### config.mk
export PLATFORM = sky130hd
export DESIGN_NAME = cmd_arbiter
export DESIGN_NICKNAME = d
export VERILOG_FILES = /design/src/rtl/cmd_pkg.sv /design/src/rtl/cmd_src_capture.sv /design/src/rtl/cmd_arbiter.sv
export SDC_FILE = /design/constraint.sdc
export NUM_CORES = 1
export LEC_CHECK = 0
export BUFFER_PORTS_ARGS = -buffer_cell sky130_fd_sc_hd__buf_2
export CAP_MARGIN = 15
export CORE_MARGIN = 8
export CORE_UTILIZATION = 54
export DETAILED_ROUTE_END_ITERATION = 10
export PLACE_DENSITY_LB_ADDON = 0.1
export SLEW_MARGIN = 20
export SYNTH_ARGS = -nofsm -noshare
export SYNTH_HDL_FRONTEND = slang
export SYNTH_SLANG_ARGS = --single-unit
export TNS_END_PERCENT = 20
### constraint.sdc
create_clock -name clk -period 2.1 [get_ports clk]
set_input_delay 0.105 -clock clk [delete_from_list [all_inputs] [get_ports clk]]
set_output_delay 0.105 -clock clk [all_outputs]
set_load 0.005 [all_outputs]
### src/rtl/cmd_pkg.sv
// Shared command vocabulary for the command arbiter and the menu/cursor engine.
// Codes and source ids match what the downstream engine decodes.
package cmd_pkg;

  localparam logic [1:0] CMD_LEFT  = 2'd0;
  localparam logic [1:0] CMD_RIGHT = 2'd1;
  localparam logic [1:0] CMD_SEL   = 2'd2;
  localparam logic [1:0] CMD_RST   = 2'd3;

  localparam logic SRC_IR  = 1'b0;
  localparam logic SRC_KEY = 1'b1;

  typedef struct packed {
    logic       src;
    logic [1:0] code;
  } cmd_entry_t;

  // Lines are indexed by command code; RST beats SEL beats LEFT beats RIGHT.
  function automatic logic [1:0] cmd_prio(input logic [3:0] fall);
    if (fall[CMD_RST])
      return CMD_RST;
    else if (fall[CMD_SEL])
      return CMD_SEL;
    else if (fall[CMD_LEFT])
      return CMD_LEFT;
    else
      return CMD_RIGHT;
  endfunction

endpackage

### src/rtl/cmd_src_capture.sv
// One command source: falling-edge detect on four active-low lines, priority
// encode, hold-off window and a single-entry pending register.
module cmd_src_capture
  import cmd_pkg::*;
#(
  parameter int HOLDOFF = 1000,
  parameter int CW      = 10
) (
  input  logic       clk,
  input  logic       rst,
  input  logic [3:0] line_n,
  input  logic       pend_clear,
  output logic       pend_valid,
  output logic [1:0] pend_code,
  output logic       drop
);

  localparam logic [CW-1:0] HOLD_LOAD = CW'(HOLDOFF);

  logic [3:0]    prev;
  logic [3:0]    fall;
  logic [CW-1:0] hold_cnt;
  logic          capture;
  logic [1:0]    evt_code;

  assign fall     = prev & ~line_n;
  assign capture  = (|fall) && (hold_cnt == '0);
  assign evt_code = cmd_prio(fall);

  // A slot being emptied by the arbiter this cycle can take the new event.
  assign drop = capture && pend_valid && !pend_clear;

  always_ff @(posedge clk) begin
    prev <= line_n;
    if (!rst) begin
      hold_cnt   <= '0;
      pend_valid <= 1'b0;
      pend_code  <= CMD_LEFT;
    end else begin
      if (capture)
        hold_cnt <= HOLD_LOAD;
      else if (hold_cnt != '0)
        hold_cnt <= hold_cnt - CW'(1);

      if (capture && (!pend_valid || pend_clear)) begin
        pend_valid <= 1'b1;
        pend_code  <= evt_code;
      end else if (pend_clear) begin
        pend_valid <= 1'b0;
      end
    end
  end

endmodule

### src/rtl/cmd_arbiter.sv
// Merges IR-remote and push-key commands into one ordered stream: two capture
// front ends, round-robin arbitration and a fall-through command FIFO.
module cmd_arbiter
  import cmd_pkg::*;
#(
  parameter int DEPTH   = 4,
  parameter int HOLDOFF = 1000,
  parameter int CW      = 10
) (
  input  logic       clk,
  input  logic       rst,
  input  logic       ir_left_n,
  input  logic       ir_right_n,
  input  logic       ir_sel_n,
  input  logic       ir_rst_n,
  input  logic       key_left_n,
  input  logic       key_right_n,
  input  logic       key_sel_n,
  input  logic       key_rst_n,
  output logic       cmd_valid,
  output logic [1:0] cmd_code,
  output logic       cmd_src,
  input  logic       cmd_ready,
  output logic       overflow,
  output logic       busy
);

  localparam int AW = (DEPTH > 1) ? $clog2(DEPTH) : 1;

  logic [1:0] pend_valid;
  logic [1:0] pend_clear;
  logic [1:0] drop;
  logic [1:0] pend_code [2];

  cmd_src_capture #(.HOLDOFF(HOLDOFF), .CW(CW)) u_cap_ir (
    .clk        (clk),
    .rst        (rst),
    .line_n     ({ir_rst_n, ir_sel_n, ir_right_n, ir_left_n}),
    .pend_clear (pend_clear[0]),
    .pend_valid (pend_valid[0]),
    .pend_code  (pend_code[0]),
    .drop       (drop[0])
  );

  cmd_src_capture #(.HOLDOFF(HOLDOFF), .CW(CW)) u_cap_key (
    .clk        (clk),
    .rst        (rst),
    .line_n     ({key_rst_n, key_sel_n, key_right_n, key_left_n}),
    .pend_clear (pend_clear[1]),
    .pend_valid (pend_valid[1]),
    .pend_code  (pend_code[1]),
    .drop       (drop[1])
  );

  cmd_entry_t      fifo_mem [DEPTH];
  logic [AW-1:0]   wr_ptr;
  logic [AW-1:0]   rd_ptr;
  logic [AW:0]     count;
  logic            fifo_full;
  logic            pop;
  logic            push;
  logic            rr;
  logic            win;
  cmd_entry_t      push_entry;
  cmd_entry_t      head;

  assign fifo_full = (count == (AW+1)'(DEPTH));
  assign cmd_valid = (count != '0);
  assign pop       = cmd_valid && cmd_ready;
  assign head      = fifo_mem[rd_ptr];

  // Contention goes to the pointed-at source; a lone requester always wins.
  always_comb begin
    win = SRC_IR;
    if (pend_valid == 2'b11)
      win = rr;
    else if (pend_valid[1])
      win = SRC_KEY;
  end

  always_comb begin
    push            = (|pend_valid) && (!fifo_full || pop);
    pend_clear      = 2'b00;
    pend_clear[win] = push;
    push_entry.src  = win;
    push_entry.code = pend_code[win];
  end

  always_ff @(posedge clk) begin
    if (push)
      fifo_mem[wr_ptr] <= push_entry;
  end

  always_ff @(posedge clk) begin
    if (!rst) begin
      wr_ptr   <= '0;
      rd_ptr   <= '0;
      count    <= '0;
      rr       <= SRC_IR;
      overflow <= 1'b0;
    end else begin
      if (push)
        wr_ptr <= wr_ptr + AW'(1);
      if (pop)
        rd_ptr <= rd_ptr + AW'(1);
      case ({push, pop})
        2'b10:   count <= count + (AW+1)'(1);
        2'b01:   count <= count - (AW+1)'(1);
        default: count <= count;
      endcase
      if (push && (pend_valid == 2'b11))
        rr <= ~win;
      if (|drop)
        overflow <= 1'b1;
    end
  end

  // Empty FIFO presents a clean zero head rather than stale storage.
  assign cmd_code = cmd_valid ? head.code : CMD_LEFT;
  assign cmd_src  = cmd_valid ? head.src  : SRC_IR;
  assign busy     = (|pend_valid) || cmd_valid;

endmodule

# Word level (Yosys, flattened, before mapping)
# Memories as Yosys holds them, arrays and structs flattened. A register that Yosys moved wholly into a read port is not among the register bits.
# Index checks and enable logic that the tools add are counted.
[totals] regBits=43 mem_bits_rw=12 output_inout_bits=6 mem_count=1
[classes] n_addsub=6 magnitude_cmp=3 n_eq_ne=4 n_mux=28 n_bitwise=8 reduce_logical=37
[memory_table] memory="fifo_mem" depth=4 width=3 rd=1 rd_ports_with_merged_regs=1 write_ports=1 line="cmd_arbiter.sv:55" source="cmd_entry_t fifo_mem [DEPTH];"
[op_table] op="$mux 10" n=4
[op_table] op="$logic_not 10->1" n=2
[op_table] op="$mux 2" n=10
[op_table] op="$reduce_bool 10->1" n=2
[op_table] op="$sub 10x1->10 const B" n=2
[op_table] op="$logic_and 1x1->1" n=12
[op_table] op="$mux 1" n=12
[op_table] op="$reduce_bool 2->1" n=5
[op_table] op="$and 4x4->4" n=2
[op_table] op="$not 4->4" n=2
[op_table] op="$reduce_or 2->1" n=4
[op_table] op="$reduce_or 4->1" n=2
[op_table] op="$pmux 3 s2" n=1
[op_table] op="$logic_not 1->1" n=5
[op_table] op="$add 2x1->2 const B" n=2
[op_table] op="$eq 2x2->1 const B" n=2
[op_table] op="$logic_or 1x1->1" n=4
[op_table] op="$add 3x1->3 const B" n=1
[op_table] op="$eq 3x3->1 const B" n=1
[op_table] op="$reduce_bool 3->1" n=1
[op_table] op="$sub 3x1->3 const B" n=1
[op_table] op="$and 2x2->2" n=1
[op_table] op="$eq 2x1->1 const B" n=1
[op_table] op="$ge 2x2->1 const B" n=1
[op_table] op="other kinds (5)" n=6

# Logic depth before layout (Yosys ltp)
# Gate-level depths: netlist (run 1).
[logic_depth] word_depth=10 depth_mapped=8 depth_no_buf=7

# By module
# From an unflattened synthesis (run 1), not the netlist that was laid out.
[unflattened] cells_unflattened=260 area_unflattened_um2=2628.8
[by_module_without_submodules] mod="cmd_src_capture" instances=2 cells_per_inst=86 area_per_inst_um2=772.0
[by_module_without_submodules] mod="cmd_arbiter" instances=1 cells_per_inst=88 area_per_inst_um2=1084.8

# Worst setup path before layout (run 1)
# Ideal clock, no wire load.
[synth_path] path_kind="register to register" start="register count[0]" end="register count[2]" setup_ps=120 arrival_ps=2161 t_required_ps=1980 path_slack_ps=-180 path_stages_with_launch=9 n_path_buf=1 synth_period_minus_slack_ps=2280 path_cell_list="dfxtp_1 or3_1 buf_2 and3_1 inv_1 fa_1 or3_1 and3_1 o31a_1"
[synth_via] elab_chain_cells=6 elab_cells_between_ends=12 classes_between="2 x add/sub; 3 x eq/ne; 1 x mux; 6 x reduce/logical"
[synth_rtl] element="start: declaration" line="cmd_arbiter.sv:58" source="logic [AW:0] count;"
[synth_rtl] element="start signal: assignment" line="cmd_arbiter.sv:107" source="2'b10: count <= count + (AW+1)'(1);"
[synth_rtl] element="start signal: assignment" line="cmd_arbiter.sv:108" source="2'b01: count <= count - (AW+1)'(1);"
[synth_rtl] element="start signal: assignment" line="cmd_arbiter.sv:109" source="default: count <= count;"
[synth_rtl] element="$reduce_bool 3->1 (*)" line="cmd_arbiter.sv:68" source="assign cmd_valid = (count != '0);"
[synth_rtl] element="via cmd_valid" line="cmd_arbiter.sv:20" source="output logic cmd_valid,"
[synth_rtl] element="$logic_and 1x1->1 (*)" line="cmd_arbiter.sv:69" source="assign pop = cmd_valid && cmd_ready;"
[synth_rtl] element="$logic_or 1x1->1" line="cmd_arbiter.sv:82" source="push = (|pend_valid) && (!fifo_full || pop);"
[synth_rtl] element="$logic_and 1x1->1" line="cmd_arbiter.sv:82"
[synth_rtl] element="$eq 2x1->1 / $eq 2x2->1 (equally long branches)" line="cmd_arbiter.sv:106" source="case ({push, pop})"
[synth_rtl] element="$pmux 3 s2 / $reduce_bool 2->1 (equally long branches)"
# Mark *: on every way through the listed nets, which the timed path passes. The rest lies on a longest branch.
# A chain may end at the register's enable or synchronous reset.

# Final worst setup path (run 1)
[layout_path] start="register count[0]" end="register count[2]"
[layout_via] elab_chain_cells=6 elab_cells_between_ends=12 classes_between="2 x add/sub; 3 x eq/ne; 1 x mux; 6 x reduce/logical"
[layout_rtl] element="$eq 3x3->1 / $reduce_bool 3->1 (equally long branches)" line="cmd_arbiter.sv:67, cmd_arbiter.sv:68"
[layout_rtl] element="$logic_not 1->1 / $logic_and 1x1->1 (equally long branches)" line="cmd_arbiter.sv:82, cmd_arbiter.sv:69"
[layout_rtl] element="$logic_or 1x1->1" line="cmd_arbiter.sv:82"
[layout_rtl] element="$logic_and 1x1->1" line="cmd_arbiter.sv:82"
[layout_rtl] element="$eq 2x1->1 / $eq 2x2->1 (equally long branches)" line="cmd_arbiter.sv:106"
[layout_rtl] element="$pmux 3 s2 / $reduce_bool 2->1 (equally long branches)"
# Parallel ways exist; a longest one is shown, timed or not.

==> results of run 1 <==
-- power groups by stage --
stage               clock network, uW  registers (uW)  logic, uW
floorplan                           0            1680       1530
global placement                    0            1730       1910
detailed placement                  0            1740       1940
CTS                              1360            1720       1970
global route                     1410            1780       2230
finish                           1330            1730       1980
-- synthesized netlist by cell type (all sizes together) (3+ instances only) --
master / n / area [um2]
a2111oi: 4 / 66.32
a211oi: 7 / 57.55
a21oi: 14 / 70.07
and2: 11 / 68.82
and3: 6 / 38.79
clkbuf: 3 / 15.02
dfxtp: 45 / 900.9
edfxtp: 12 / 360.4
ha: 8 / 100.1
inv: 14 / 52.55
mux2i: 4 / 40.04
mux4: 3 / 67.56
nand2: 15 / 56.30
nand2b: 6 / 37.54
nand3: 4 / 20.02
nor2: 16 / 60.06
nor2b: 6 / 37.54
nor3: 10 / 50.05
nor3b: 3 / 22.52
nor4: 4 / 31.28
o21ai: 8 / 40.04
o31a: 6 / 52.55
or3: 5 / 31.28
or4: 5 / 41.29
xnor2: 4 / 35.03
-- path summary, 6_finish.rpt --
kind / to / cells after the start / slack (ns) / startpoint
max: count[2]$_SDFFE_PN0P_ / 7 / 0.05 / count[0]$_SDFFE_PN0P_
min: count[1]$_SDFFE_PN0P_ / 2 / 0.14 / rst
max reg2reg: count[2]$_SDFFE_PN0P_ / 7 / 0.05 / count[0]$_SDFFE_PN0P_
min reg2reg: u_cap_ir.pend_code[1]$_SDFFE_PN0P_ / 2 / 0.47 / u_cap_ir.pend_code[1]$_SDFFE_PN0P_
-- metrics by stage --
step,power (uW),setup TNS [ns]
after floorplan,3210,0
after global placement,3644,0
after detailed placement,3680,0
after CTS,5048,0
after global routing,5418,-0.01555
final,5043,0
-- layout make-up --
type	count	area [um2]	area share (%)
inverters	15	56.30	1.751
clock buffers	9	123.9	3.852
well taps	67	83.83	2.607
multi-input cells	179	1330	41.36
flip-flops and latches	57	1269	39.46
repair buffers	32	220.2	6.848
clock inverters	7	132.6	4.125
-- flip-flops by register name (all words and copies together), names as in the netlist, named ones only --
register	cells
u_cap_ir.pend_code	2
u_cap_key.pend_valid	1
overflow	1
rd_ptr	2
wr_ptr	2
u_cap_ir.hold_cnt	10
u_cap_key.pend_code	2
rr	1
u_cap_key.hold_cnt	10
fifo_mem	12
u_cap_ir.pend_valid	1
count	3
u_cap_key.prev	4
u_cap_ir.prev	4
-- cell families after synthesis --
family | Yosys count
flops | 57
fa+ha+maj | 9
compound gates | 56
buf+inv | 21
simple gates | 99
mux | 9
xor+xnor | 6
-- critical path: stages, from the launching register on --
cell and delay [ns]:
dfxtp_4 0.40, or3_4 0.13, and3_4 0.19, inv_1 0.05
fa_2 0.37, or3_4 0.40, and3_1 0.17, o31a_1 0.23
-- what timing repair did --
action                                  4_1_cts  5_1_grt
gates resized for setup                       0        3
endpoints found under the setup margin        0       10
hold buffers                                  8        0
hold endpoints to repair                      8        0
-- layer usage --
metal,part of all wire (%),up-vias
met3,4.2,7
met5,0,-
met1,48,908
li1,-,1013
met2,47,24
met4,1.3,0
==> metrics.txt, run 1 <==
# TYPE chip_impl_metric gauge
chip_impl_metric{name="routed_via_density",unit=""} 5.333
chip_impl_metric{name="syn-num-nets",unit=""} 277
chip_impl_metric{name="dr.first_iter.drc_count",unit=""} 119
chip_impl_metric{name="cap_viol_max_count",unit=""} 0
chip_impl_info{name="critical_path.startpoint_type",value="flop"} 1
chip_impl_metric{name="switching_share",unit="%"} 34.50
chip_impl_metric{name="yosysUniqueCellTypes",unit=""} 57
chip_impl_info{name="hold_path_class",value="in2reg"} 1
chip_impl_metric{name="drt-total-wl",unit="um"} 5177
chip_impl_metric{name="final-setup-viol-count",unit=""} 0
chip_impl_metric{name="preCtsSetupSlack",unit="ns"} 0.06389
chip_impl_metric{name="worst-endpoint-required",unit="ns"} 2.33
chip_impl_metric{name="ctsHtreeMaxLevel",unit=""} 3
chip_impl_metric{name="grt_max_degree",unit=""} 16
chip_impl_metric{name="post_drt_wl_per_cell",unit="um"} 14.14
chip_impl_info{name="cts_tree",value="done"} 1
chip_impl_info{name="layout.cells.most_common",value="dfxtp_1"} 1
chip_impl_info{name="dominant_combinational_cell_family_by_area_after_synthesis",value="simple AND/OR/NAND/NOR gates"} 1
chip_impl_info{name="top_flip_flop_cell_by_instance_count_after_synthesis",value="dfxtp_1"} 1
chip_impl_metric{name="share_of_total_power_in_the_clock_network",unit="%"} 26.4
chip_impl_metric{name="groute.layer.met1.usage",unit="%"} 17.78
chip_impl_metric{name="power_spent_charging_and_discharging_nets",unit="uW"} 1739
chip_impl_metric{name="initial_core_util",unit="%"} 56.24
chip_impl_metric{name="placed_cells_incl_taps",unit=""} 342
chip_impl_metric{name="clock_tree.buffer_depth",unit=""} 2
chip_impl_info{name="gr-max-usage-layer",value="met2"} 1
chip_impl_metric{name="clock_latency",unit="ns"} 0.34
chip_impl_info{name="commonest_cells_after_routing_fill_and_taps_aside",value="43 x dfxtp_1, 16 x buf_2, 15 x nor2_1, 15 x nand2_1"} 1
chip_impl_metric{name="dp_hpwl",unit="um"} 3519
chip_impl_metric{name="powerDensity",unit="nW/um2"} 1568
chip_impl_metric{name="finalWorstPathRequiredPeriod",unit="ns"} 2.047
chip_impl_metric{name="achievable-frequency",unit="MHz"} 488.6
chip_impl_metric{name="final_cells",unit=""} 366
chip_impl_metric{name="ys_seq_area_share",unit="%"} 47.48
chip_impl_metric{name="post-route-util",unit="%"} 68.08
chip_impl_metric{name="synth-async-reset-ratio",unit="%"} 0
chip_impl_metric{name="fp.coreArea",unit="um2"} 4723
chip_impl_metric{name="post-cts-setup-buffer-count",unit=""} 0
chip_impl_metric{name="fp.dieH",unit="um"} 86.14
chip_impl_metric{name="numCtsBuffers",unit=""} 9
chip_impl_metric{name="ys_ff_latch",unit=""} 57
chip_impl_metric{name="worst_slew_margin_rel",unit="%"} 64.29
chip_impl_metric{name="ant_nets",unit=""} 0
chip_impl_metric{name="drc_errors",unit=""} 0
chip_impl_metric{name="global_route.usage.total",unit="%"} 15.46
chip_impl_metric{name="grt_first_pass_wirelength",unit="um"} 8707
chip_impl_metric{name="final_clock_skew",unit="ns"} 0.006304
chip_impl_metric{name="layout_worst_path_cycle_share",unit="%"} 97.45
chip_impl_metric{name="combinationalPowerShare",unit="%"} 39.3
chip_impl_info{name="worstSetupEndpointType",value="flop"} 1
chip_impl_info{name="timing.setup.critical_path_class",value="reg2reg"} 1
chip_impl_metric{name="detailed_place.area",unit="um2"} 2864
chip_impl_metric{name="drt_pre_antenna_iters",unit=""} 4
chip_impl_metric{name="synthesized_area_fraction_occupied_by_ao_oa_aoi_and_oai_cells",unit="%"} 16.06
chip_impl_metric{name="global_route_track_usage_on_met2",unit="%"} 23.86
chip_impl_metric{name="syn-cell-area",unit="um2"} 2656
chip_impl_metric{name="port_buffers",unit=""} 16
chip_impl_metric{name="critPathMaxFanout",unit=""} 8
chip_impl_metric{name="synth_enable_flop_cells",unit=""} 12
chip_impl_info{name="status",value="finished clean"} 1
chip_impl_metric{name="cts.clk_slew.worst_paths",unit="ns"} 0.06
chip_impl_metric{name="timing.critical_path.arrival",unit="ns"} 2.27
chip_impl_info{name="cts_root_buffer",value="clkbuf_8"} 1
chip_impl_metric{name="die-area",unit="um2"} 7419
chip_impl_metric{name="global_route.usage.met3",unit="%"} 7.068
chip_impl_metric{name="final_net_count",unit=""} 314
chip_impl_metric{name="layout.filler_cells",unit=""} 371
chip_impl_metric{name="number_of_synthesis_warnings",unit=""} 0
chip_impl_metric{name="total_via_count_after_detailed_routing",unit=""} 1952
chip_impl_metric{name="global_placement_routability_congestion",unit=""} 0.8058
chip_impl_metric{name="power.share.sequential",unit="%"} 34.2
chip_impl_metric{name="number_of_antenna_violations_at_the_first_check_in_global_routing",unit=""} 0
chip_impl_metric{name="die_width",unit="um"} 86.14
chip_impl_metric{name="synth_xor_xnor_area_share",unit="%"} 1.978
chip_impl_metric{name="rows",unit=""} 25
chip_impl_metric{name="setup_slack",unit="ns"} 0.05346
chip_impl_metric{name="internal_power",unit="uW"} 3303
chip_impl_metric{name="report.final.slew_viol_count",unit=""} 0
chip_impl_metric{name="number_of_global_route_vias_before_repair",unit=""} 1873
chip_impl_metric{name="final_hold_violation_count",unit=""} 0
chip_impl_metric{name="avgSynthCellArea",unit="um2"} 10.34
chip_impl_metric{name="hold_ws",unit="ns"} 0.1428
chip_impl_metric{name="num_io_pins",unit=""} 17
chip_impl_metric{name="synthSimpleGateAreaFrac",unit="%"} 21.67
chip_impl_metric{name="synthAdderAreaFrac",unit="%"} 4.522
chip_impl_metric{name="share_of_layout_cells_above_drive_strength_1",unit="%"} 22.07
chip_impl_metric{name="synthCells",unit=""} 257
chip_impl_metric{name="p_leak",unit="uW"} 0.001257
chip_impl_metric{name="diodes",unit=""} 0
chip_impl_metric{name="layout-area-overhead-vs-synth",unit="%"} 21.05
chip_impl_metric{name="globalRouteOverflowTotal",unit=""} 0
chip_impl_metric{name="stdcell_area",unit="um2"} 3216
chip_impl_metric{name="power.ir.vdd_worst",unit="uV"} 936.2
chip_impl_metric{name="numClockSinks",unit=""} 57
chip_impl_metric{name="worst-slew-pin-transition",unit="ns"} 0.5281
chip_impl_metric{name="mux_contribution_to_synthesized_area",unit="%"} 4.899
No activity file was read; power rests on OpenSTA's default activity.
==> inputs of run 2 (changes only) <==
Settings changed: CORE_MARGIN 8 to 2, SETUP_SLACK_MARGIN from default to 0.2.
==> run 2 against run 1 <==
Effect of this change: die area down 26%; flip-flop and latch count stayed put; power is 6.6% lower; worst hold slack gained 0.014 ns; via count grew 3.8%; clock-buffer cell count is 2 higher; largest cell class unchanged; highest routed layer unchanged.
==> metrics.txt, run 2 (synthesis results as in run 1) <==
# TYPE chip_impl_metric gauge
chip_impl_info{name="critPathSlowestCell",value="fa_2"} 1
chip_impl_metric{name="layout-area-overhead-vs-synth",unit="%"} 19.45
chip_impl_metric{name="critPathMaxFanout",unit=""} 4
chip_impl_metric{name="final-setup-viol-count",unit=""} 0
chip_impl_metric{name="dr.first_iter.drc_count",unit=""} 75
chip_impl_info{name="critical_path.startpoint_type",value="flop"} 1
chip_impl_metric{name="clock_latency",unit="ns"} 0.33
chip_impl_info{name="cp_cell_sequence",value="or3_4 -> and3_4 -> inv_1 -> fa_2 -> or3_1 -> and3_1 -> o31a_1"} 1
chip_impl_metric{name="global_placement_routability_congestion",unit=""} 0.8555
chip_impl_info{name="timing.setup.critical_path_class",value="reg2reg"} 1
chip_impl_info{name="cts_root_buffer",value="clkbuf_8"} 1
chip_impl_metric{name="globalRouteOverflowTotal",unit=""} 0
chip_impl_metric{name="drc_errors",unit=""} 0
chip_impl_metric{name="initial_core_util",unit="%"} 56.24
chip_impl_info{name="worstSetupEndpointType",value="flop"} 1
chip_impl_metric{name="largest_register_ff_count",unit=""} 12
chip_impl_metric{name="rows",unit=""} 25
chip_impl_metric{name="power.ir.vdd_worst",unit="uV"} 815.4
chip_impl_metric{name="preCtsSetupSlack",unit="ns"} 0.07409
chip_impl_info{name="critical_path.top_delay_family",value="simple AND/OR/NAND/NOR gates"} 1
chip_impl_metric{name="worst_slew_margin_rel",unit="%"} 64.79
chip_impl_info{name="cts_tree",value="done"} 1
chip_impl_info{name="commonest_cells_after_routing_fill_and_taps_aside",value="40 x dfxtp_1, 16 x buf_2, 15 x nor2_1, 15 x nand2_1"} 1
chip_impl_metric{name="finalWorstPathRequiredPeriod",unit="ns"} 1.932
chip_impl_metric{name="routed_via_density",unit=""} 5.476
chip_impl_metric{name="final_hold_violation_count",unit=""} 0
chip_impl_metric{name="worst-slew-pin-transition",unit="ns"} 0.5277
chip_impl_metric{name="cap_viol_max_count",unit=""} 0
chip_impl_metric{name="fp.dieH",unit="um"} 74.14
chip_impl_metric{name="ctsHtreeMaxLevel",unit=""} 3
chip_impl_metric{name="timing.critical_path.arrival",unit="ns"} 2.15
chip_impl_metric{name="diodes",unit=""} 0
chip_impl_info{name="status",value="finished clean"} 1
chip_impl_metric{name="setup_slack",unit="ns"} 0.1684
chip_impl_info{name="unrepaired_setup_endpoints_after_global_routing",value="yes"} 1
chip_impl_metric{name="p_leak",unit="uW"} 0.001241
chip_impl_metric{name="worstPathBufferInverterCount",unit=""} 1
chip_impl_metric{name="die_width",unit="um"} 74.14
chip_impl_metric{name="grt_max_degree",unit=""} 17
chip_impl_metric{name="fin_setup_tns",unit="ns"} 0
chip_impl_metric{name="report.final.slew_viol_count",unit=""} 0
chip_impl_metric{name="post_drt_wl_per_cell",unit="um"} 13.63
chip_impl_metric{name="ant_nets",unit=""} 0
chip_impl_metric{name="global_route.usage.total",unit="%"} 20.19
chip_impl_metric{name="cts.clk_slew.worst_paths",unit="ns"} 0.06
chip_impl_metric{name="dp_hpwl",unit="um"} 3521
chip_impl_metric{name="share_of_layout_cells_above_drive_strength_1",unit="%"} 22.77
chip_impl_metric{name="drt_pre_antenna_iters",unit=""} 4
chip_impl_info{name="largestRegisters",value="fifo_mem: 12 flops, u_cap_ir.hold_cnt: 10 flops, u_cap_key.hold_cnt: 10 flops"} 1
chip_impl_metric{name="layout_worst_path_cycle_share",unit="%"} 91.98
chip_impl_metric{name="clock_tree.buffer_depth",unit=""} 2
chip_impl_metric{name="worst-endpoint-required",unit="ns"} 2.32
chip_impl_metric{name="num_io_pins",unit=""} 17
chip_impl_metric{name="grt_first_pass_wirelength",unit="um"} 8190
chip_impl_metric{name="number_of_antenna_violations_at_the_first_check_in_global_routing",unit=""} 0
chip_impl_metric{name="numCtsBuffers",unit=""} 9
chip_impl_metric{name="number_of_global_route_vias_before_repair",unit=""} 1819
chip_impl_metric{name="fp.coreArea",unit="um2"} 4723
chip_impl_metric{name="final_clock_skew",unit="ns"} 0.007060
chip_impl_info{name="hold_path_class",value="in2reg"} 1
chip_impl_metric{name="total_via_count_after_detailed_routing",unit=""} 2026
chip_impl_metric{name="achievable-frequency",unit="MHz"} 517.7
chip_impl_metric{name="die-area",unit="um2"} 5496
chip_impl_metric{name="drt-total-wl",unit="um"} 5042
chip_impl_metric{name="powerDensity",unit="nW/um2"} 1484
chip_impl_metric{name="numClockSinks",unit=""} 57
chip_impl_info{name="largest_register",value="fifo_mem"} 1
chip_impl_metric{name="final_net_count",unit=""} 318
chip_impl_metric{name="cp_slowest_stage_delay",unit="ns"} 0.37
chip_impl_metric{name="port_buffers",unit=""} 16
chip_impl_info{name="layout.cells.most_common",value="dfxtp_1"} 1
-- run 2: metal layers --
| layer | share of wire (%) | global-route usage [%] |
|---|---|---|
| met5 | 0 | 0 |
| met1 | 47 | 25.13 |
| met3 | 2.2 | 3.794 |
| met4 | 2.2 | 12.93 |
| met2 | 48 | 32.24 |
-- run 2: what timing repair did --
action | CTS | global route
buffers inserted | 2 | 2
pin swaps | 2 | 2
hold buffers | 8 | 0
hold endpoints to repair | 8 | 0
endpoints found under the setup margin | 3 | 8
gates resized for setup | 5 | 1
-- run 2: report_power, final --
group	leakage [uW]	switching, uW	internal (uW)
clock network	0.0000898	409	534
registers	0.000486	253	1440
logic	0.000665	1060	1010
-- run 2: path summary, 6_finish.rpt --
| check | start | endpoint | slack (ns) | depth (start not counted) |
|---|---|---|---|---|
| hold / removal | rst | count[2]$_SDFFE_PN0P_ | 0.16 | 2 |
| setup / recovery | count[2]$_SDFFE_PN0P_ | count[2]$_SDFFE_PN0P_ | 0.17 | 7 |
| setup reg to reg | count[2]$_SDFFE_PN0P_ | count[2]$_SDFFE_PN0P_ | 0.17 | 7 |
| hold reg to reg | u_cap_ir.pend_code[1]$_SDFFE_PN0P_ | u_cap_ir.pend_code[1]$_SDFFE_PN0P_ | 0.47 | 2 |
-- run 2: through the flow --
| stage | instance area [um2] | cells | total power, uW | util [%] | hold slack [ns] |
|---|---|---|---|---|---|
| after detailed placement | 2869 | 342 | 3691 | 60.74 | 0.2182 |
| after floorplan | 2685 | 257 | 3243 | - | 0.1327 |
| after global routing | 3173 | 370 | 5058 | 67.18 | 0.1509 |
| final | 3173 | 370 | 4708 | 67.18 | 0.1570 |
| after CTS | 3153 | 368 | 4689 | 66.76 | 0.1393 |
| after global placement | 2869 | 342 | 3643 | 60.74 | 0.2180 |
-- run 2: area by class of cell --
type	instances	area, um2
clock buffer	11	131.4
clock inverter	5	46.29
fill	394	1550
inverter	15	56.30
multi-input combinational	179	1330
sequential	57	1275
tap	67	83.83
timing repair buffer	36	250.2
